$ cat src/rtl/jkdrv_pkg.sv
// Shared definitions for the JK excitation driver: FSM states, default
// geometry and the inverse-JK excitation function.
package jkdrv_pkg;

    localparam int DEF_DEPTH = 4;
    localparam int DEF_CNT_W = 8;

    typedef enum logic [0:0] {
        IDLE = 1'b0,
        RUN  = 1'b1
    } drv_state_e;

    // Maps a (current Q, wanted Q) pair back to the {J,K} that produces it.
    // The free input of each pair is resolved to dc_mode.
    function automatic logic [1:0] jk_excite(input logic q,
                                             input logic q_next,
                                             input logic dc_mode);
        logic [1:0] jk;
        case ({q, q_next})
            2'b00:   jk = {1'b0, dc_mode};
            2'b01:   jk = {1'b1, dc_mode};
            2'b10:   jk = {dc_mode, 1'b1};
            2'b11:   jk = {dc_mode, 1'b0};
            default: jk = 2'b00;
        endcase
        return jk;
    endfunction

endpackage

$ cat src/rtl/jkdrv_fifo.sv
// Synchronous 1-bit FIFO holding requested target bits. The ready flag is
// registered and held low in reset, so it doubles as the upstream ready.
module jkdrv_fifo
    import jkdrv_pkg::*;
#(
    parameter int DEPTH = DEF_DEPTH
) (
    input  logic clk,
    input  logic rst,
    input  logic push,
    input  logic din,
    input  logic pop,
    output logic dout,
    output logic empty,
    output logic last,
    output logic ready
);

    localparam int AW = $clog2(DEPTH);
    localparam logic [AW-1:0] PTR_ONE  = AW'(1);
    localparam logic [AW:0]   CNT_ZERO = (AW + 1)'(0);
    localparam logic [AW:0]   CNT_ONE  = (AW + 1)'(1);
    localparam logic [AW:0]   CNT_FULL = (AW + 1)'(DEPTH);

    logic [DEPTH-1:0] mem_r;
    logic [AW-1:0]    wr_ptr_r;
    logic [AW-1:0]    rd_ptr_r;
    logic [AW:0]      count_r;
    logic [AW:0]      count_next_s;
    logic             ready_r;
    logic             push_ok_s;
    logic             pop_ok_s;

    // Qualify requests: a push needs a slot as of the previous edge, a pop needs data.
    always_comb begin
        push_ok_s    = push & ready_r;
        pop_ok_s     = pop & (count_r != CNT_ZERO);
        count_next_s = count_r;
        case ({push_ok_s, pop_ok_s})
            2'b10:   count_next_s = count_r + CNT_ONE;
            2'b01:   count_next_s = count_r - CNT_ONE;
            default: count_next_s = count_r;
        endcase
    end

    // Storage, pointers (natural wrap modulo DEPTH) and occupancy.
    always_ff @(posedge clk or negedge rst) begin
        if (!rst) begin
            mem_r    <= {DEPTH{1'b0}};
            wr_ptr_r <= {AW{1'b0}};
            rd_ptr_r <= {AW{1'b0}};
            count_r  <= CNT_ZERO;
            ready_r  <= 1'b0;
        end else begin
            if (push_ok_s) begin
                mem_r[wr_ptr_r] <= din;
                wr_ptr_r        <= wr_ptr_r + PTR_ONE;
            end
            if (pop_ok_s) begin
                rd_ptr_r <= rd_ptr_r + PTR_ONE;
            end
            count_r <= count_next_s;
            ready_r <= (count_next_s != CNT_FULL);
        end
    end

    assign dout  = mem_r[rd_ptr_r];
    assign empty = (count_r == CNT_ZERO);
    assign last  = (count_r == CNT_ONE);
    assign ready = ready_r;

endmodule

$ cat src/rtl/jk_excitation_driver.sv
// Inverse JK flop sequencer: buffers requested Q bits and turns each one into
// a registered J/K excitation, tracking the expected Q in q_model.
// Optional checker (q_obs vs delayed q_model, err pulse, saturating err_cnt)
// is built only when JKDRV_CHECK_EN is defined.
module jk_excitation_driver
    import jkdrv_pkg::*;
#(
    parameter int DEPTH = DEF_DEPTH,
    parameter int CNT_W = DEF_CNT_W
) (
    input  logic             clk,
    input  logic             rst,
    input  logic             tgt_valid,
    input  logic             tgt_bit,
    output logic             tgt_ready,
    input  logic             dc_mode,
    output logic             j,
    output logic             k,
    output logic             drv_valid,
    output logic             q_model,
    input  logic             q_obs,
    output logic             err,
    output logic [CNT_W-1:0] err_cnt
);

    drv_state_e state_r;
    logic       j_r;
    logic       k_r;
    logic       drv_valid_r;
    logic       q_model_r;

    logic       fifo_dout_s;
    logic       fifo_empty_s;
    logic       fifo_last_s;
    logic       fifo_ready_s;
    logic       push_s;
    logic       pop_s;
    logic [1:0] jk_next_s;

    jkdrv_fifo #(
        .DEPTH (DEPTH)
    ) u_fifo (
        .clk   (clk),
        .rst   (rst),
        .push  (push_s),
        .din   (tgt_bit),
        .pop   (pop_s),
        .dout  (fifo_dout_s),
        .empty (fifo_empty_s),
        .last  (fifo_last_s),
        .ready (fifo_ready_s)
    );

    // Handshake and pop decision; excitation is derived from the modelled Q.
    always_comb begin
        push_s = tgt_valid & fifo_ready_s;
        if ((state_r == RUN) && !fifo_empty_s) begin
            pop_s = 1'b1;
        end else begin
            pop_s = 1'b0;
        end
        jk_next_s = jk_excite(q_model_r, fifo_dout_s, dc_mode);
    end

    // FSM with registered excitation outputs; q_model follows each popped bit.
    always_ff @(posedge clk or negedge rst) begin
        if (!rst) begin
            state_r     <= IDLE;
            j_r         <= 1'b0;
            k_r         <= 1'b0;
            drv_valid_r <= 1'b0;
            q_model_r   <= 1'b0;
        end else begin
            case (state_r)
                IDLE: begin
                    if (!fifo_empty_s || push_s) begin
                        state_r <= RUN;
                    end else begin
                        state_r <= IDLE;
                    end
                end
                RUN: begin
                    if (fifo_empty_s || (fifo_last_s && !push_s)) begin
                        state_r <= IDLE;
                    end else begin
                        state_r <= RUN;
                    end
                end
                default: state_r <= IDLE;
            endcase

            if (pop_s) begin
                j_r         <= jk_next_s[1];
                k_r         <= jk_next_s[0];
                drv_valid_r <= 1'b1;
                q_model_r   <= fifo_dout_s;
            end else begin
                j_r         <= 1'b0;
                k_r         <= 1'b0;
                drv_valid_r <= 1'b0;
            end
        end
    end

    assign tgt_ready = fifo_ready_s;
    assign j         = j_r;
    assign k         = k_r;
    assign drv_valid = drv_valid_r;
    assign q_model   = q_model_r;

`ifdef JKDRV_CHECK_EN
    localparam logic [CNT_W-1:0] CNT_MAX = {CNT_W{1'b1}};
    localparam logic [CNT_W-1:0] CNT_ONE = CNT_W'(1);

    logic             chk_v_r;
    logic             chk_q_r;
    logic             err_r;
    logic [CNT_W-1:0] err_cnt_r;
    logic             mismatch_s;

    // A delayed expectation is compared only if it came from a real excitation.
    always_comb begin
        if (chk_v_r) begin
            mismatch_s = (q_obs != chk_q_r);
        end else begin
            mismatch_s = 1'b0;
        end
    end

    // Align q_model with the flop's capture edge, then compare and count.
    always_ff @(posedge clk or negedge rst) begin
        if (!rst) begin
            chk_v_r   <= 1'b0;
            chk_q_r   <= 1'b0;
            err_r     <= 1'b0;
            err_cnt_r <= {CNT_W{1'b0}};
        end else begin
            chk_v_r <= drv_valid_r;
            chk_q_r <= q_model_r;
            err_r   <= mismatch_s;
            if (mismatch_s && (err_cnt_r != CNT_MAX)) begin
                err_cnt_r <= err_cnt_r + CNT_ONE;
            end
        end
    end

    assign err     = err_r;
    assign err_cnt = err_cnt_r;
`else
    logic unused_q_obs_s;

    assign unused_q_obs_s = q_obs;
    assign err            = 1'b0;
    assign err_cnt        = {CNT_W{1'b0}};
`endif

endmodule
$ cat config.mk
export PLATFORM = sky130hd
export DESIGN_NAME = jk_excitation_driver
export DESIGN_NICKNAME = d
export VERILOG_FILES = /design/src/rtl/jkdrv_pkg.sv /design/src/rtl/jkdrv_fifo.sv /design/src/rtl/jk_excitation_driver.sv
export SDC_FILE = /design/constraint.sdc
export NUM_CORES = 1
export LEC_CHECK = 0
export ABC_CLOCK_PERIOD_IN_PS = 3100
export BUFFER_PORTS_ARGS = -buffer_cell sky130_fd_sc_hd__buf_2
export CAP_MARGIN = 20
export CORE_MARGIN = 1.5
export CORE_UTILIZATION = 47
export CTS_CLUSTER_DIAMETER = 30
export DETAILED_ROUTE_END_ITERATION = 10
export PLACE_DENSITY = 0.7
export SLEW_MARGIN = 20
export SYNTH_ARGS = -nofsm -noshare
export SYNTH_HDL_FRONTEND = slang
export SYNTH_SLANG_ARGS = --single-unit
$ cat constraint.sdc
create_clock -name clk -period 3.1 [get_ports clk]
set_clock_uncertainty 0.2 [all_clocks]
set_input_delay 0.31 -clock clk [delete_from_list [all_inputs] [get_ports clk]]
set_output_delay 0.31 -clock clk [all_outputs]
set_load 0.01 [all_outputs]
==> flow_summary.json <==
{
  "status": "complete, no violations",
  "dieArea_mm2": 0.002293,
  "dr.pass1.iters": 1,
  "cp-end-kind": "flip-flop",
  "drive_gt1_share_pct": 18.18,
  "numPortBuffers": 9,
  "worstHoldEndpoint": "u_fifo.mem_r[1]",
  "setup_viol": 0,
  "max_freq_mhz": 404.6,
  "postCtsSetupBuffers": 0,
  "hp-class": "in -> reg",
  "fin_util_pct": 52.80,
  "cp-start-kind": "flip-flop",
  "die_y_um": 47.89,
  "ys_top_cells_by_count": "17 x dfrtp_1, 10 x ha_1, 10 x nand2_1, 9 x buf_4, 6 x o21ai_1",
  "hold_start": "tgt_bit",
  "grt_setup_unrepaired": "no",
  "cts_made_buffers": 3,
  "cp.required_ns": 3.08,
  "yosysWarnings": 0,
  "clk_pin_slew_worst_paths_ns": 0.10,
  "grt-ovfl-total": 0,
  "grt_max_degree": 18,
  "ys_ff_latch": 17,
  "fin_crit_ns": 2.472,
  "h-tree-depth": 1,
  "clk_latency_ns": 0.28,
  "cp.arrival_ns": 2.45,
  "vias": 582,
  "ir_worst_vdd_v": 0.0005437,
  "yosysMostFrequentCell": "dfrtp_1",
  "syn_avg_cell_area_um2": 10.89,
  "place_congestion": 0.6532,
  "r2r_setup_slack_ns": 0.63,
  "synth_top_area_share_pct": 44.91,
  "seq_area_frac_synth_pct": 44.91,
  "cts.sinks": 17,
  "total_power_uw": 934.3,
  "syn_to_final_growth_pct": 7.133,
  "dp_hpwl_um": 1038,
  "cp_cell_sequence": "inv_1, ha_1, inv_1, o21ai_2, ha_1, nor3b_1, o21ai_1, a311o_1",
  "r2r-start": "u_fifo.count_r[0]",
  "cts_tree": "done",
  "grt_first_pass_wirelength_um": 2166,
  "synthTopCellsByArea": "dfrtp_1 45%, ha_1 13%, buf_4 7.1%",
  "cpMaxStageDelayCell": "dfrtp_1",
  "p_leak_uw": 0.0005021,
  "antennaDiodeCount": 0,
  "postSynth.asyncResetShare_pct": 100.0,
  "finalSetupTns_ns": 0,
  "synth_edf_count": 0,
  "syn-instance-count": 87,
  "final_max_slew_viol_count": 0,
  "grt_usage_pct": 14.19,
  "antenna_found_initial": 0,
  "place_ws_ns": 0.6673,
  "clk_path_buf_depth": 2,
  "coreArea_mm2": 0.001922,
  "post-route-period-util_pct": 79.73,
  "yosys.cell_types.count": 25,
  "drc_errors": 0,
  "maxCapViolations": 0,
  "crit_fanout": 7,
  "p_per_area_mw_per_mm2": 920.8,
  "cts_root_buf": "clkbuf_4",
  "dr.first_iter.drc_count": 0,
  "slowest_delay_ns": 0.43,
  "cp_top_family": "compound AO/OA/AOI/OAI gates",
  "reg2reg_depth": 8,
  "wl_per_cell_um": 10.61,
  "r2r-end": "u_fifo.ready",
  "grt_pass1_vias": 528,
  "rows": 16,
  "ant_nets": 0,
  "synth_flop_cell": "dfrtp_1",
  "hold_depth": 2,
  "top_level_ports": 20,
  "crit_buf_inv": 2,
  "fp.dieW_um": 47.89,
  "totalWireLength_um": 1337,
  "vias_per_cell": 4.619,
  "fin_ws_ns": 0.6284,
  "timing_hold_violations_final": 0,
  "yosys.area.top_type": "dfrtp_1",
  "syn_area_um2": 947.2,
  "final_nets": 116,
  "crit_type": "reg -> reg",
  "start_util_pct": 49.28
}
## worst max-delay path by stage
stage                                 start  slack (ns)           end  cells past startpoint
after detailed placement  u_fifo.count_r[0]        0.67  u_fifo.ready                      8
after global placement    u_fifo.count_r[0]        0.72  u_fifo.ready                      8
after global routing      u_fifo.count_r[0]        0.46  u_fifo.ready                      8
final                     u_fifo.count_r[0]        0.63  u_fifo.ready                      8
after CTS                 u_fifo.count_r[0]        0.65  u_fifo.ready                      8
after floorplan           u_fifo.count_r[0]        0.87  u_fifo.ready                      8
## through the flow
step | hold slack (ns) | instances | area (µm²)
after floorplan | -0.1856 | 95 | 977.2
after global placement | 0.04788 | 121 | 977.2
after detailed placement | 0.05118 | 121 | 977.2
after CTS | 0.05920 | 126 | 1015
after global routing | 0.06962 | 126 | 1015
final | 0.06484 | 126 | 1015
## placed cells by master, fill, tap and decap left out, types with 2 or more instances in the layout
cell type / synthesis / routed
mux2_1: 4 / 4
nand2_1: 10 / 10
o21ai_1: 6 / 6
xnor2_1: 3 / 3
buf_2: 0 / 9
ha_1: 10 / 10
dfrtp_1: 17 / 17
clkbuf_4: 0 / 3
mux2i_1: 2 / 2
conb_1: 1 / 9
nor3b_1: 2 / 2
nor2b_1: 2 / 2
inv_2: 2 / 2
nor2_1: 3 / 3
inv_1: 5 / 5
## worst reg2reg max path: stages (launching register included)
cell and delay [ns]:
dfrtp_1 0.43, inv_1 0.10, ha_1 0.19, inv_1 0.07, o21ai_2 0.28, ha_1 0.35, nor3b_1 0.28, o21ai_1 0.14
a311o_1 0.32
## per-layer routing
layer / vias up / wire [µm] / track usage (%) / share of wire, %
met1: 277 / 606 / 17.88 / 45
li1: 291 / - / - / -
met3: 2 / 50 / 3.396 / 3.7
met5: - / 0 / 0 / 0
met2: 12 / 674 / 22.93 / 50
met4: 0 / 6 / 6.486 / 0.45
## report_power, final
part	leakage, µW	switching, µW	total, µW	internal (µW)
clock	0.0000177	68.4	116	47.9
combinational	0.000278	215	418	202
sequential	0.000206	78.2	401	322
total	0.000502	362	934	572
## final cells by class
cell class	count	area (µm²)
clock buffer	3	22.52
clock inverter	1	5.005
fill	195	907.1
inverter	7	26.28
multi-input combinational	61	446.7
sequential	17	425.4
tap	27	33.78
timing repair buffer	10	55.05
## repair_timing
action,CTS,global route
gates resized for setup,0,0
endpoints found under the hold margin,17,0
hold buffers,1,0
## registers in the layout (all words and copies together) (netlist names)
name             count
k                    1
q_model              1
drv_valid            1
j                    1
u_fifo.mem_r         4
state_r              1
u_fifo.ready         1
u_fifo.rd_ptr_r      2
u_fifo.count_r       3
u_fifo.wr_ptr_r      2
## cell families (layout without fill, tap and decap cells)
group	Yosys count	count (layout)	share of synthesized area [%]
muxes	8	8	10.44
buffers and inverters	17	21	11.10
adders and majority gates	10	10	13.21
AOI/OAI and AO/OA	11	11	7.266
and+or+nand+nor	20	20	9.908
xor gates and xnor gates	3	3	2.775
DFF	17	17	44.91
other	1	9	0.3959
Note: power is estimated with default switching activity, not from simulation.
